$ cat config.mk
export PLATFORM = sky130hd
export DESIGN_NAME = cpu_run_ctrl
export DESIGN_NICKNAME = d
export VERILOG_FILES = /design/src/rtl/cpu_run_ctrl_pkg.sv /design/src/rtl/cpu_run_watchdog.sv /design/src/rtl/cpu_run_ctrl.sv
export SDC_FILE = /design/constraint.sdc
export NUM_CORES = 1
export LEC_CHECK = 0
export ABC_AREA = 1
export BUFFER_PORTS_ARGS = -buffer_cell sky130_fd_sc_hd__buf_4
export CORE_MARGIN = 2
export CORE_UTILIZATION = 45
export DETAILED_ROUTE_END_ITERATION = 7
export PLACE_DENSITY_LB_ADDON = 0.15
export SYNTH_ARGS = -nofsm -noshare
export SYNTH_HDL_FRONTEND = slang
export SYNTH_SLANG_ARGS = --single-unit
$ cat constraint.sdc
create_clock -name master_clk -period 4.75 [get_ports master_clk]
set_input_delay 0.2375 -clock master_clk [delete_from_list [all_inputs] [get_ports master_clk]]
set_output_delay 0.2375 -clock master_clk [all_outputs]
set_load 0.02 [all_outputs]
$ cat src/rtl/cpu_run_ctrl_pkg.sv
// Shared types for the accumulator CPU run-control harness.
//   opcode_e      : accumulator CPU opcodes. A load image word is {opcode, operand address}.
//   run_state_e   : run-control FSM states.
//   run_status_t  : final report of a run (done, timeout, final_pc, cycle_count).
// The status struct is sized by RUN_ADDR_W / RUN_CNT_W. To change the widths of
// cpu_run_ctrl, change these localparams rather than overriding the module parameters.
package cpu_run_ctrl_pkg;

  localparam int unsigned RUN_ADDR_W   = 5;
  localparam int unsigned RUN_DATA_W   = 8;
  localparam int unsigned RUN_CNT_W    = 16;
  localparam int unsigned RUN_RST_HOLD = 10;

  typedef enum logic [2:0] {
    OP_HLT = 3'd0,
    OP_SKZ = 3'd1,
    OP_ADD = 3'd2,
    OP_AND = 3'd3,
    OP_XOR = 3'd4,
    OP_LDA = 3'd5,
    OP_STO = 3'd6,
    OP_JMP = 3'd7
  } opcode_e;

  typedef enum logic [2:0] {
    IDLE  = 3'd0,
    CLEAR = 3'd1,
    LOAD  = 3'd2,
    HOLD  = 3'd3,
    RUN   = 3'd4,
    DONE  = 3'd5
  } run_state_e;

  typedef struct packed {
    logic                  done;
    logic                  timeout;
    logic [RUN_ADDR_W-1:0] final_pc;
    logic [RUN_CNT_W-1:0]  cycle_count;
  } run_status_t;

endpackage

$ cat src/rtl/cpu_run_watchdog.sv
// Run watchdog for the CPU run controller.
// Counts cpu_tick pulses while the run is enabled, compares the count against the
// max_cycles limit latched at start, resolves halt against limit, and captures final_pc.
// Ports:
//   master_clk, rst_ : clock, async active-low reset
//   clr              : accepted start; latches max_cycles and clears done/timeout/count
//   run_en           : FSM is in RUN and no abort this cycle
//   max_cycles       : watchdog limit (0 means time out on the first tick)
//   cpu_tick         : one pulse per CPU clock edge
//   cpu_halt, pc_in  : CPU halt flag and program counter
//   fin              : combinational; the run ends at this edge
//   status           : registered run report
module cpu_run_watchdog
  import cpu_run_ctrl_pkg::*;
(
  input  logic                  master_clk,
  input  logic                  rst_,
  input  logic                  clr,
  input  logic                  run_en,
  input  logic [RUN_CNT_W-1:0]  max_cycles,
  input  logic                  cpu_tick,
  input  logic                  cpu_halt,
  input  logic [RUN_ADDR_W-1:0] pc_in,
  output logic                  fin,
  output run_status_t           status
);

  logic [RUN_CNT_W-1:0] max_q;
  logic [RUN_CNT_W-1:0] cnt_inc;
  logic                 hit;

  // Saturate rather than wrap; the limit is reached before saturation anyway.
  assign cnt_inc = (&status.cycle_count) ? status.cycle_count
                                         : status.cycle_count + RUN_CNT_W'(1);
  // A zero limit trips on the first tick.
  assign hit = (cnt_inc == max_q) || (max_q == '0);
  // Halt needs no tick; it also wins over a limit-reaching tick (timeout stays 0).
  assign fin = run_en && (cpu_halt || (cpu_tick && hit));

  always_ff @(posedge master_clk or negedge rst_) begin
    if (!rst_) begin
      max_q  <= '0;
      status <= '0;
    end else if (clr) begin
      max_q              <= max_cycles;
      status.done        <= 1'b0;
      status.timeout     <= 1'b0;
      status.cycle_count <= '0;
    end else if (run_en) begin
      if (cpu_tick) status.cycle_count <= cnt_inc;
      if (fin) begin
        status.done     <= 1'b1;
        status.timeout  <= !cpu_halt;
        status.final_pc <= pc_in;
      end
    end
  end

endmodule

$ cat src/rtl/cpu_run_ctrl.sv
// Run-control harness for the accumulator CPU.
// Clears program memory, loads an image over a valid/ready stream with the CPU held
// in reset, releases reset after RST_HOLD cycles, then runs until halt or watchdog.
// Ports:
//   master_clk, rst_          : clock, async active-low reset
//   start, abort              : control pulses (abort wins; start only from IDLE/DONE)
//   load_valid/ready/addr/data/last : image load stream
//   max_cycles                : watchdog limit, latched on start
//   cpu_tick, cpu_halt, pc_in : CPU observation
//   cpu_rst_                  : CPU reset, active-low
//   mem_we/addr/wdata         : program memory write port
//   busy, done, timeout, final_pc, cycle_count : run status
// Every output is registered.
module cpu_run_ctrl
  import cpu_run_ctrl_pkg::*;
#(
  parameter int unsigned ADDR_W   = RUN_ADDR_W,   // DEPTH = 2**ADDR_W
  parameter int unsigned DATA_W   = RUN_DATA_W,
  parameter int unsigned CNT_W    = RUN_CNT_W,
  parameter int unsigned RST_HOLD = RUN_RST_HOLD
)(
  input  logic              master_clk,
  input  logic              rst_,
  input  logic              start,
  input  logic              abort,
  input  logic              load_valid,
  output logic              load_ready,
  input  logic [ADDR_W-1:0] load_addr,
  input  logic [DATA_W-1:0] load_data,
  input  logic              load_last,
  input  logic [CNT_W-1:0]  max_cycles,
  input  logic              cpu_tick,
  input  logic              cpu_halt,
  input  logic [ADDR_W-1:0] pc_in,
  output logic              cpu_rst_,
  output logic              mem_we,
  output logic [ADDR_W-1:0] mem_addr,
  output logic [DATA_W-1:0] mem_wdata,
  output logic              busy,
  output logic              done,
  output logic              timeout,
  output logic [ADDR_W-1:0] final_pc,
  output logic [CNT_W-1:0]  cycle_count
);

  localparam int unsigned HOLD_W = (RST_HOLD < 1) ? 1 : $clog2(RST_HOLD + 1);

  run_state_e        st, st_nx;
  logic [HOLD_W-1:0] hold_cnt, hold_nx;
  logic              mem_we_nx, busy_nx, cpu_rst_nx, load_ready_nx;
  logic [ADDR_W-1:0] mem_addr_nx;
  logic [DATA_W-1:0] mem_wdata_nx;
  logic              start_ok, run_en, wd_fin;
  run_status_t       status;

  assign start_ok = start && !abort && ((st == IDLE) || (st == DONE));
  assign run_en   = (st == RUN) && !abort;

  cpu_run_watchdog u_wdog (
    .master_clk (master_clk),
    .rst_       (rst_),
    .clr        (start_ok),
    .run_en     (run_en),
    .max_cycles (max_cycles),
    .cpu_tick   (cpu_tick),
    .cpu_halt   (cpu_halt),
    .pc_in      (pc_in),
    .fin        (wd_fin),
    .status     (status)
  );

  assign done        = status.done;
  assign timeout     = status.timeout;
  assign final_pc    = status.final_pc;
  assign cycle_count = status.cycle_count;

  always_comb begin
    st_nx        = st;
    hold_nx      = hold_cnt;
    mem_we_nx    = 1'b0;
    mem_addr_nx  = mem_addr;
    mem_wdata_nx = mem_wdata;
    case (st)
      IDLE, DONE: begin
        // Address 0 goes out in the first CLEAR cycle.
        if (start_ok) begin
          st_nx        = CLEAR;
          mem_we_nx    = 1'b1;
          mem_addr_nx  = '0;
          mem_wdata_nx = '0;
        end
      end
      CLEAR: begin
        // The top address is on the bus this cycle, so that write completes the sweep.
        if (&mem_addr) begin
          st_nx = LOAD;
        end else begin
          mem_we_nx    = 1'b1;
          mem_addr_nx  = mem_addr + ADDR_W'(1);
          mem_wdata_nx = '0;
        end
      end
      LOAD: begin
        if (load_valid && load_ready) begin
          mem_we_nx    = 1'b1;
          mem_addr_nx  = load_addr;
          mem_wdata_nx = load_data;
          // Enter HOLD together with the final write; the hold count starts there,
          // so RST_HOLD full cycles of reset follow the last write.
          if (load_last) begin
            st_nx   = HOLD;
            hold_nx = '0;
          end
        end
      end
      HOLD: begin
        if (hold_cnt == HOLD_W'(RST_HOLD)) st_nx = RUN;
        else                               hold_nx = hold_cnt + HOLD_W'(1);
      end
      RUN: begin
        if (wd_fin) st_nx = DONE;
      end
      default: st_nx = IDLE;
    endcase
    if (abort) begin
      st_nx     = IDLE;
      mem_we_nx = 1'b0;
      hold_nx   = '0;
    end
    // Remaining outputs are pure functions of the next state, registered below.
    busy_nx       = (st_nx == CLEAR) || (st_nx == LOAD) || (st_nx == HOLD) || (st_nx == RUN);
    cpu_rst_nx    = (st_nx == RUN) || (st_nx == DONE);
    load_ready_nx = (st_nx == LOAD);
  end

  always_ff @(posedge master_clk or negedge rst_) begin
    if (!rst_) begin
      st         <= IDLE;
      hold_cnt   <= '0;
      mem_we     <= 1'b0;
      mem_addr   <= '0;
      mem_wdata  <= '0;
      busy       <= 1'b0;
      cpu_rst_   <= 1'b0;
      load_ready <= 1'b0;
    end else begin
      st         <= st_nx;
      hold_cnt   <= hold_nx;
      mem_we     <= mem_we_nx;
      mem_addr   <= mem_addr_nx;
      mem_wdata  <= mem_wdata_nx;
      busy       <= busy_nx;
      cpu_rst_   <= cpu_rst_nx;
      load_ready <= load_ready_nx;
    end
  end

endmodule
# Yosys cells after proc, flatten, opt, wreduce, memory -nomap -nowiden
# Cells that the tools add are included.
# totals
latch_bits	0
mem_bits_rw	0
register_bits	63
mem_bits_ro	0
output_inout_bits	40
mem_count	0
wordCells	97
# classes
reduce_logical	30
muxes	32
bitwise	1
shift	0
div	0
eq_ne	18
n_mul	0
n_addsub	3
magnitude_cmp	0
# op_table
operator	n
$mux W16	3
$mux W8	3
$pmux W8 S3	1
$mux W23	1
$mux W3	7
$add A16 B1 Y16 const B	1
$eq A16 B16 Y1	1
$logic_not A16 Y1	1
$mux W4	4
$reduce_and A16 Y1	1
$mux W5	3
$pmux W3 S5	1
$pmux W5 S3	1
$eq A3 B2 Y1 const B	4
$eq A3 B3 Y1 const B	4
$ne A3 B3 Y1 const B	3
$pmux W4 S2	1
$reduce_and A4 Y1	2
$logic_or A1 B1 Y1	7
$mux W7	1
$eq A3 B1 Y1 const B	2
$logic_and A1 B1 Y1	6
$ne A2 B2 Y1 const B	3
$reduce_bool A2 Y1	3
14 further kinds	20

# Longest topological paths before layout
# logic_depth
word_depth	14
mapped_depth	21

# Modules after synthesis
# Synthesis repeated with hierarchy kept, for this count alone.
# unflattened
hier_cells	498
hier_area_um2	3618.5
# modules_own_cells
mod	area_per_inst_um2	cells_per_inst	seq_area_each_um2	instances
cpu_run_watchdog	2327.2	341	975.9	1
cpu_run_ctrl	1291.2	157	600.6	1

# Least setup slack after synthesis
# OpenSTA, ideal clock, no wires.
# synth_path
path_type	register to register
from	register u_wdog.status[0] (netlist name)
to	register busy
stages_incl_launch_ff	20
n_path_buf	1
path_slack_ns	2.488
period_less_slack_ns	2.262
arrival_ns	2.149
setup_time_ns	0.113
path_cell_list	dfrtp_1 > ha_1 > nand2_1 > nor2_2 > nand2_2 > inv_2 > nand2_4 > buf_6 > nand3_1 > nand2_1 > nor2_1 > nand2_1 > nor2_1 > nand3_1 > nand2_2 > nand2_4 > nand3_2 > nand4_1 > nand2_1 > inv_1
# synth_via
elab_chain_cells	14
# synth_lines
item	line	source
$add A16 B1 Y16 / $reduce_and A16 Y1 (equally long branches)	cpu_run_watchdog.sv:34, cpu_run_watchdog.sv:33	
$mux W16 *	cpu_run_watchdog.sv:33	assign cnt_inc = (&status.cycle_count) ? status.cycle_count
$eq A16 B16 Y1 *	cpu_run_watchdog.sv:36	assign hit = (cnt_inc == max_q) || (max_q == '0);
$logic_or A1 B1 Y1 *	cpu_run_watchdog.sv:36	
$logic_and A1 B1 Y1 *	cpu_run_watchdog.sv:38	assign fin = run_en && (cpu_halt || (cpu_tick && hit));
$logic_or A1 B1 Y1 *	cpu_run_watchdog.sv:38	
$logic_and A1 B1 Y1 *	cpu_run_watchdog.sv:38	
$mux W3 *	cpu_run_ctrl.sv:121	if (wd_fin) st_nx = DONE;
$pmux W3 S5 *	cpu_run_ctrl.sv:83	case (st)
$mux W3 *	cpu_run_ctrl.sv:125	if (abort) begin
$eq A3 B1 Y1 / $eq A3 B2 Y1 (equally long branches)	cpu_run_ctrl.sv:131	busy_nx = (st_nx == CLEAR) || (st_nx == LOAD) || (st_nx == HOLD) || (st_nx == RUN);
$logic_or A1 B1 Y1 (2 in a row)	cpu_run_ctrl.sv:131	
$logic_or A1 B1 Y1 *	cpu_run_ctrl.sv:131	
named net busy_nx	cpu_run_ctrl.sv:50	logic mem_we_nx, busy_nx, cpu_rst_nx, load_ready_nx;
end signal: assignment	cpu_run_ctrl.sv:152	busy <= busy_nx;
end: declaration	cpu_run_ctrl.sv:39	output logic busy,
# Mark *: on every way through the listed nets, which the timed path passes. The rest lies on a longest branch.
# A chain may end at the register's enable or synchronous reset.

# Worst setup path after layout
# layout_path
from	register st[0]
to	register mem_addr[0]
# layout_via
elab_chain_cells	5
# layout_lines
item	line	source
start: declaration	cpu_run_ctrl.sv:48	run_state_e st, st_nx;
start signal: assignment	cpu_run_ctrl.sv:147	st <= st_nx;
$eq A3 B3 Y1 / $logic_not A3 Y1 (equally long branches)	cpu_run_ctrl.sv:56, cpu_run_ctrl.sv:83	
$logic_or A1 B1 Y1	cpu_run_ctrl.sv:56	assign start_ok = start && !abort && ((st == IDLE) || (st == DONE));
$logic_and A1 B1 Y1	cpu_run_ctrl.sv:56	
$ne A2 B2 Y1 (no line)	--	
$reduce_and A4 Y1 (no line)	--	
end signal: assignment	cpu_run_ctrl.sv:150	mem_addr <= mem_addr_nx;
end: declaration	cpu_run_ctrl.sv:37	output logic [ADDR_W-1:0] mem_addr,
# Parallel ways exist; a longest one is shown, timed or not.

==> impl_metrics.ini <==
[worst_setup_path]
endpoint = mem_addr[0]
r2r-start = st[0]
cp.arrival_ns = 2.82
crit_chain = inv_1, nor2_1, nor3_1, inv_1, nor2_2, buf_4, inv_1, nand3_1, mux2_2
critPathMaxFanout = 35
r2r_slack_ns = 2.15
critPathSlowestCell = nand3_1
worst-setup-path-type = flop to flop
cp_top_family = simple AND/OR/NAND/NOR gates
setup.worst_path.end_class = flop
path_common_cell = inv_1
r2r_cells = 9
critPathLaunch = st[0]
rr_endpoint = mem_addr[0]
cpPeakStageDelay_ns = 0.60
crit_cells = 9
critPathBufInv = 4
worstPathRequired_ns = 4.98
start_kind = flop

[timing]
period_minus_slack_ns = 2.60
timing.final.crit_share = 0.547
holdWs_ns = -0.0178
fmax_mhz = 385
grt_setup_unrepaired = no
finalClockSkew_ns = 0.00799
setup_violations = 0
fin_ws_ns = 2.15
worst_pin_slew_ns = 0.816
hold_viol_final = 22
slew_headroom = 0.455
slew_viol_final = 0
fin_setup_tns_ns = 0

[yosys]
synth_area_leader_cell = dfrtp_1
synth.area.top_cells = dfrtp_1, nand2_1, nand3_1, inv_1, o21ai_0
ys_seq_area_frac = 0.446
syn_nets = 536
netlist_area_sq_mm = 0.00353
syn_inst = 489
synth_top_cell_area_share = 0.446
ys_types = 29
synth_seq_cells = 63
synth_warnings = 0
postSynthAreaPerCell_sq_um = 7.22

[clocking]
cts_made_buffers = 9
cts-hold-fix-buffers = 0
postCtsSetupRepairBufs = 0
cts_tree = done
path_clk_slew_ns = 0.07
root_buffer = clkbuf_8
cts_max_level = 3
cts_sinks = 63
clk_latency_ns = 0.35
cts_resized = 0
clockBufferDepth = 2

[global_routing]
grt_pass1_vias = 3444
grt_max_degree = 64
grt_pass1_wl_mm = 15.8
grt_antenna_before_repair = 0
overflow = 0
grt_usage = 0.230

[pwr]
ir_worst_vdd_uv = 266
power_density_mw_per_mm2 = 339
p_leak_nw = 2.35

[route]
routed_wl_mm = 9.11
vias = 3470
routedWlPerCell_microns = 13.4
drt_first_iter_violations = 214
routed_via_density = 5.11
drc = 0
antenna_left = 0
firstDrtPassIters = 7

[run_status]
status = finished, violations left
violations = negative hold slack

[place]
pre_cts_ws_ns = 2.18
numPortBuffers = 81
gp_congestion = 0.882
hpwl_mm = 6.78
place_area_sq_mm = 0.00422

[die]
dieHeight_microns = 92.6
row_count = 32
start_util = 0.462
ios = 82
core_sq_mm = 0.00765
die_x_microns = 92.6
die_area_sq_mm = 0.00857

[final_layout]
seq_area_sq_mm = 0.00158
syn_to_final_growth_pct = 25.8
n_antenna_cell = 0
fin_nets = 619
drive_above_1_share = 0.206
n_fill_cell = 761
final_cell_mix = nand2_1, buf_4, inv_1
multi_input_area_sq_mm = 0.00163
final_common_cell = nand2_1
fin_area_sq_mm = 0.00444

[run]
max-cap-violations = 0

[hold_path]
min_path_type = primary input to asynchronous set/reset pin
[worst min-delay path by stage]
stage | endpoint | depth (start not counted)
2_1_floorplan | busy | 0
3_3_place_gp | u_wdog.status[9] | 1
3_5_place_dp | u_wdog.status[5] | 1
4_1_cts | u_wdog.max_q[0] | 1
5_1_grt | u_wdog.status[5] | 1
6_report | u_wdog.status[5] | 1
[synth_stat cells, drive strengths merged]
master	n
o22ai	4
clkbuf	8
a31oi	5
xnor2	2
nor4	5
nand2	154
nor3	4
nand4	7
buf	3
inv	70
dfrtp	63
nand3	57
nor3b	1
o31ai	1
nor2	43
mux2	1
ha	5
a21oi	4
o21ai	49
o41ai	1
xor2	2
[per-layer routing]
layer | GRT usage | vias up | part of all wire
met5 | 0 | - | 0
met4 | 0.0746 | 0 | 0.011
met3 | 0.0643 | 8 | 0.075
met2 | 0.385 | 113 | 0.48
met1 | 0.289 | 1607 | 0.43
li1 | - | 1742 | -
[layout make-up]
class / count / area share
Inverter: 70 / 0.0591
Sequential cell: 63 / 0.355
Multi-Input combinational cell: 345 / 0.367
Clock inverter: 7 / 0.0220
Tap cell: 102 / 0.0287
Timing Repair Buffer: 83 / 0.140
Clock buffer: 9 / 0.0279
[where the power goes]
group | switching [W] | total, W | internal [W]
registers | 0.0000581 | 0.000659 | 0.000601
clock network | 0.000233 | 0.000529 | 0.000296
logic | 0.000183 | 0.000317 | 0.000134
[registers in the layout (all words and copies together), names as in the netlist]
name	flops
busy	1
hold_cnt	4
mem_wdata	8
cpu_rst_	1
u_wdog.max_q	16
u_wdog.status	23
load_ready	1
mem_addr	5
mem_we	1
st	3
[kinds of logic (layout without fill, tap and decap cells)]
kind of cell / count (synthesis) / after routing / synth area share
fa+ha+maj: 5 / 5 / 0.0177
simple gates: 271 / 271 / 0.336
flops: 63 / 63 / 0.446
buf+inv: 81 / 169 / 0.0914
mux: 1 / 1 / 0.00319
xor+xnor: 4 / 4 / 0.00992
compound gates: 64 / 64 / 0.0957
[through the flow]
step,cells,power (W),util
after floorplan,489,0.000853,-
after global placement,663,0.000978,0.552
after detailed placement,663,0.000987,0.552
after CTS,679,0.00152,0.581
after global routing,679,0.00160,0.581
final,679,0.00150,0.581
(Power assumes the default switching activity.)
